[src/rtl/gray_addr_seq.sv]
// Address sequencer fed by an upstream Gray counter: decodes each code to a binary
// address, flags Gray steps that do not change exactly one bit, and ends at LAST_ADDR.
module gray_addr_seq #(
    parameter int             AW        = 16,
    parameter logic [AW-1:0]  LAST_ADDR = 16'hFFFF
) (
    input  logic          clk,
    input  logic          rst,
    input  logic          start,
    output logic          cnt_en,
    input  logic [AW-1:0] gray_in,
    output logic [AW-1:0] addr,
    output logic          addr_vld,
    output logic          done,
    output logic          seq_err,
    output logic [7:0]    err_cnt
);

    typedef enum logic [1:0] {IDLE, PRIME, RUN, DONE} state_t;

    state_t        state;
    state_t        next_state;
    logic [AW-1:0] bin;
    logic [AW-1:0] prev_g;
    logic          first_sample;
    logic          step_ok;

    always_ff @(posedge clk) begin
        if (rst) state <= IDLE;
        else     state <= next_state;
    end

    always_comb begin
        next_state = state;
        case (state)
            IDLE:    if (start) next_state = PRIME;
            PRIME:   next_state = RUN;
            RUN:     if (bin == LAST_ADDR) next_state = DONE;
            DONE:    next_state = IDLE;
            default: next_state = IDLE;
        endcase
    end

    always_comb begin
        cnt_en = (state == PRIME) || (state == RUN);
        done   = (state == DONE);
    end

    // Prefix XOR from the MSB down turns the Gray code into binary.
    always_comb begin
        logic acc;
        bin = '0;
        acc = 1'b0;
        for (int i = AW - 1; i >= 0; i--) begin
            acc    = acc ^ gray_in[i];
            bin[i] = acc;
        end
    end

    assign step_ok = ($countones(gray_in ^ prev_g) == 1);

    // The first RUN sample only seeds prev_g; every later one is step-checked.
    always_ff @(posedge clk) begin
        if (rst) begin
            addr         <= '0;
            addr_vld     <= 1'b0;
            seq_err      <= 1'b0;
            err_cnt      <= 8'd0;
            prev_g       <= '0;
            first_sample <= 1'b0;
        end else begin
            addr_vld <= (state == RUN);
            if ((state == IDLE) && start) begin
                seq_err <= 1'b0;
                err_cnt <= 8'd0;
            end
            if (state == PRIME) begin
                first_sample <= 1'b1;
            end
            if (state == RUN) begin
                addr         <= bin;
                prev_g       <= gray_in;
                first_sample <= 1'b0;
                if (!first_sample && !step_ok) begin
                    seq_err <= 1'b1;
                    if (err_cnt != 8'hFF) err_cnt <= err_cnt + 8'd1;
                end
            end
        end
    end

endmodule
[config.mk]
export PLATFORM = sky130hd
export DESIGN_NAME = gray_addr_seq
export DESIGN_NICKNAME = d
export VERILOG_FILES = /design/src/rtl/gray_addr_seq.sv
export SDC_FILE = /design/constraint.sdc
export NUM_CORES = 1
export LEC_CHECK = 0
export ABC_AREA = 1
export BUFFER_PORTS_ARGS = -buffer_cell sky130_fd_sc_hd__buf_2
export CORE_MARGIN = 4
export CORE_UTILIZATION = 55
export CTS_CLUSTER_DIAMETER = 200
export DETAILED_ROUTE_END_ITERATION = 10
export PLACE_DENSITY_LB_ADDON = 0.2
export SYNTH_ARGS = -nofsm -noshare
export SYNTH_HDL_FRONTEND = slang
export SYNTH_SLANG_ARGS = --single-unit
[constraint.sdc]
create_clock -name clk -period 5.6 [get_ports clk]
set_input_delay 0.84 -clock clk [delete_from_list [all_inputs] [get_ports clk]]
set_output_delay 0.84 -clock clk [all_outputs]
set_load 0.1 [all_outputs]
Word level (Yosys, flattened, before mapping):

Cells that the tools add are included.

* register bits after elaboration: 45
* input bits: 19
* output and inout bits: 28
* logic and storage cells: 65

* add/subtract/negate cells: 16
* equality and inequality tests: 8
* mux-type cells: 10
* bitwise logic cells: 16
* reductions and logical operators: 8

Operators by type and width (number)
* $mux 8: 4
* $add 1x1->2: 8
* $eq 16x16->1 const B: 1
* $xor 16x16->16: 1
* $xor 1x1->1: 15
* $add 2x2->3: 4
* $add 3x3->4: 2
* $add 8x1->8 const B: 1
* $ne 8x8->1 const B: 1
* $pmux 2 s4: 1
* $add 4x4->5: 1
* $eq 5x1->1 const B: 1
* $eq 2x2->1 const B: 2
* $mux 2: 2
* $ne 2x2->1 const B: 2
* $mux 1: 3
* $eq 2x1->1 const B: 1
* $logic_and 1x1->1: 2
* $logic_not 1->1: 2
* $logic_not 2->1: 1
* $reduce_and 2->1: 1
* $reduce_or 2->1: 1
* $logic_or 1x1->1: 1

Depth between registers and ports, before layout:

* word-level depth: 18
* gate-level depth with buffers: 28
* gate-level depth less buffers: 28

Worst setup path before layout:

OpenSTA, ideal clock, no wires.

* path type: input to register
* start: input gray_in[14]
* end: register state[1]
* library setup time: 0.070 ns
* arrival time: 5.100 ns
* data required time: 5.530 ns
* path slack: 0.430 ns
* stages on the path: 27
* path buffers: 0
* cell sequence: inv_1 ha_1 xor2_1 inv_1 ha_1 xor2_1 inv_1 ha_1 xor2_1 inv_1 ha_1 xor2_1 inv_1 ha_1 xor2_1 inv_1 ha_1 xor2_1 inv_1 ha_1 xor2_1 inv_1 ha_1 nand4_1 o21ai_0 nand3_1 a21oi_1

* cells in the longest elaborated chain, start to end: 18

Ends and longest elaborated chain
* start: declaration: RTL line 11 `input logic [AW-1:0] gray_in,`
* $xor 1x1->1 * (2 in series): RTL line 55 `acc = acc ^ gray_in[i];`
* via bin[13]: RTL line 23 `logic [AW-1:0] bin;`
* $xor 1x1->1 * (2 in series): RTL line 55
* via bin[11]: RTL line 23
* $xor 1x1->1 * (2 in series): RTL line 55
* via bin[9]: RTL line 23
* $xor 1x1->1 * (2 in series): RTL line 55
* via bin[7]: RTL line 23
* [2 not listed]
* via bin[5]: RTL line 23
* $xor 1x1->1 * (2 in series): RTL line 55
* via bin[3]: RTL line 23
* $xor 1x1->1 * (2 in series): RTL line 55
* via bin[1]: RTL line 23
* $xor 1x1->1: RTL line 55
* $eq 16x16->1 *: RTL line 38 `RUN: if (bin == LAST_ADDR) next_state = DONE;`
* $ne 2x2->1 (no source line) *
* $reduce_and 2->1 (no source line) *
* end signal: assignment: RTL line 30 `else state <= next_state;`
* end: declaration: RTL line 21 `state_t state;`

The timed path passes the listed nets; every way through them passes the cells marked *.
A chain may end at the register's enable or synchronous reset.

Worst setup path after layout:

Same ends and word-level chain as after synthesis.

==> metrics.cfg <==
[floorplanning]
coreArea_mm2=0.00435
io_pins=47
fp.dieH_um=75.0
die_area_mm2=0.00563
row_count=24
initial_core_util_pct=56.7
fp.dieW_um=75.0

[worst_setup_path]
cp-start-kind=primary input
cp_max_fo=2
slowest_stage=ha_1
crit_path_frequent_cell=inv_1
crit_required_ns=5.79
cp-end-kind=flop
cpPeakStageDelay_ns=0.33
crit_start=gray_in[14]
path_class=in2reg
crit_arrival_ns=5.44
r2r_start=prev_g[0]

[hold_path]
hold_path_startpoint=seq_err
hp-class=reg2reg

[placed_design]
place_hpwl_um=3900
post_dp_cell_area_mm2=0.00273
io_buffer_count=46
gp_congestion=0.850

[final_layout]
final_common_cell=nand2_1
final_area_mm2=0.00286
final_cell_mix=nand2_1 (55), buf_2 (46), dfxtp_1 (44)
area.growth.synth_to_final_pct=15.7
antenna_cells=0
fin_util_pct=65.6
layout-drive-gt1-share_pct=19.0
fin_nets=401

[grt]
grt_antenna_before_repair=0
track_usage_pct=21.1
grt_first_pass_wirelength_um=8940
grt_max_degree=38
grt_pass1_vias=1958
globalRouteOverflowTotal=0

[clock_tree]
cts_resized=0
cts.clk_slew.worst_paths_ns=0.08
clock_path_buffers=2
postCtsSetupRepairBufs=0
cts_sinks=44
cts_tree=yes
clock-root-buffer=clkbuf_8
postCtsHoldBufs=0
clkLatencyLatePin_ns=0.30
cts-buffers-inserted=5
h-tree-depth=2

[logic_synthesis]
synth_area_per_cell_um2=7.99
synth_area_mm2=0.00247
synthCells=309
synth_edf_count=0
synthArstFlopShare_pct=0
ys.flop_type=dfxtp_1
syn_nets=357
ys_ff_latch=44
synth_cell_types=25
yosysWarningCount=0
yosysSeqAreaShare_pct=35.7

[timing]
relSlewSlack_pct=57.8
max_freq_mhz=191
period_needed_ns=5.24
slew_viol_final=0
tightest_slew_ns=0.633
rsz0062_at_grt=false
report.final.hold_viol_count=0
finalCritPeriodShare_pct=93.6
setup-violations-final=0
clock_skew_ns=0.00287

[routing]
drt-pass1-iter-count=4
drc=0
vias=2120
viasPerCell=5.23
wl_met2_um=2540
ant_nets=0
dr.first_iter.drc_count=85
dr_wl_met3_um=323
highest_layer=met4
totalWireLength_um=5330
met1Wirelength_um=2350
wl_per_cell_um=13.2

[outcome]
status=complete, no violations

[job]
maxCapViolCount=0

## state kept, by name, indices dropped and copies added, names as in the netlist
signal        flops
addr             16
addr_vld          1
err_cnt           8
first_sample      1
prev_g           15
seq_err           1
state             2
## cells in the mapped netlist (2+ instances only)
cell	number	share of area [%]
xnor2_1	15	5.3
nor2_1	22	3.3
nand3_1	39	7.9
clkbuf_1	2	0.30
a21oi_1	7	1.4
buf_1	3	0.46
o21ai_1	20	4.1
buf_2	4	0.81
fa_1	10	8.1
o21ai_0	7	1.4
dfxtp_1	44	36
nand2_1	55	8.4
xor2_1	8	2.8
nand4_1	6	1.5
inv_2	3	0.46
inv_1	37	5.6
ha_1	19	9.6
## critical path, delay by kind of cell
family / cells / cell delay (ns)
AND/OR/NAND/NOR: 3 / 0.27
buffers and inverters: 9 / 0.58
XOR/XNOR: 7 / 1.20
adder cells (fa/ha/maj): 8 / 2.32
AO/OA/AOI/OAI: 2 / 0.22
## path summary, 6_finish.rpt
path,to,slack (ns),cells after the start
max,state[1],0.36,29
min,seq_err,0.46,2
max reg2reg,err_cnt[2],1.34,16
min reg2reg,seq_err,0.46,2
## layout make-up
type	instances	area, um2
flip-flops and latches	44	881
well taps	52	65.1
clock inverters	1	5.00
inverters	41	154
multi-input cells	214	1440
clock buffers	6	72.6
fillers	366	1500
repair buffers	47	238
## stage by stage
step                      setup WS [ns]  TNS, ns  hold slack (ns)  cells
after floorplan                   0.430        0            0.453    309
after global placement            0.119        0            0.452    398
after detailed placement        -0.0764   -0.125            0.454    398
after CTS                         0.224        0            0.467    405
after global routing            0.00623        0            0.490    405
final                             0.356        0            0.462    405
## metal layers
| layer | global-route usage, % | up-vias |
|---|---|---|
| met5 | 0 | - |
| met3 | 5.74 | 12 |
| li1 | - | 1076 |
| met1 | 27.0 | 979 |
| met4 | 7.11 | 0 |
| met2 | 34.3 | 53 |
## logic make-up after synthesis
family	count (synthesis)	synth area share (%)
XOR/XNOR	23	8.16
flip-flops	44	35.7
AO/OA/AOI/OAI	35	7.19
adder cells (fa/ha/maj)	29	17.7
buffers and inverters	51	8.11
AND/OR/NAND/NOR	127	23.2
Power is not shown: default switching activity piles up to over one toggle a cycle in this logic, so the estimate is an artifact.
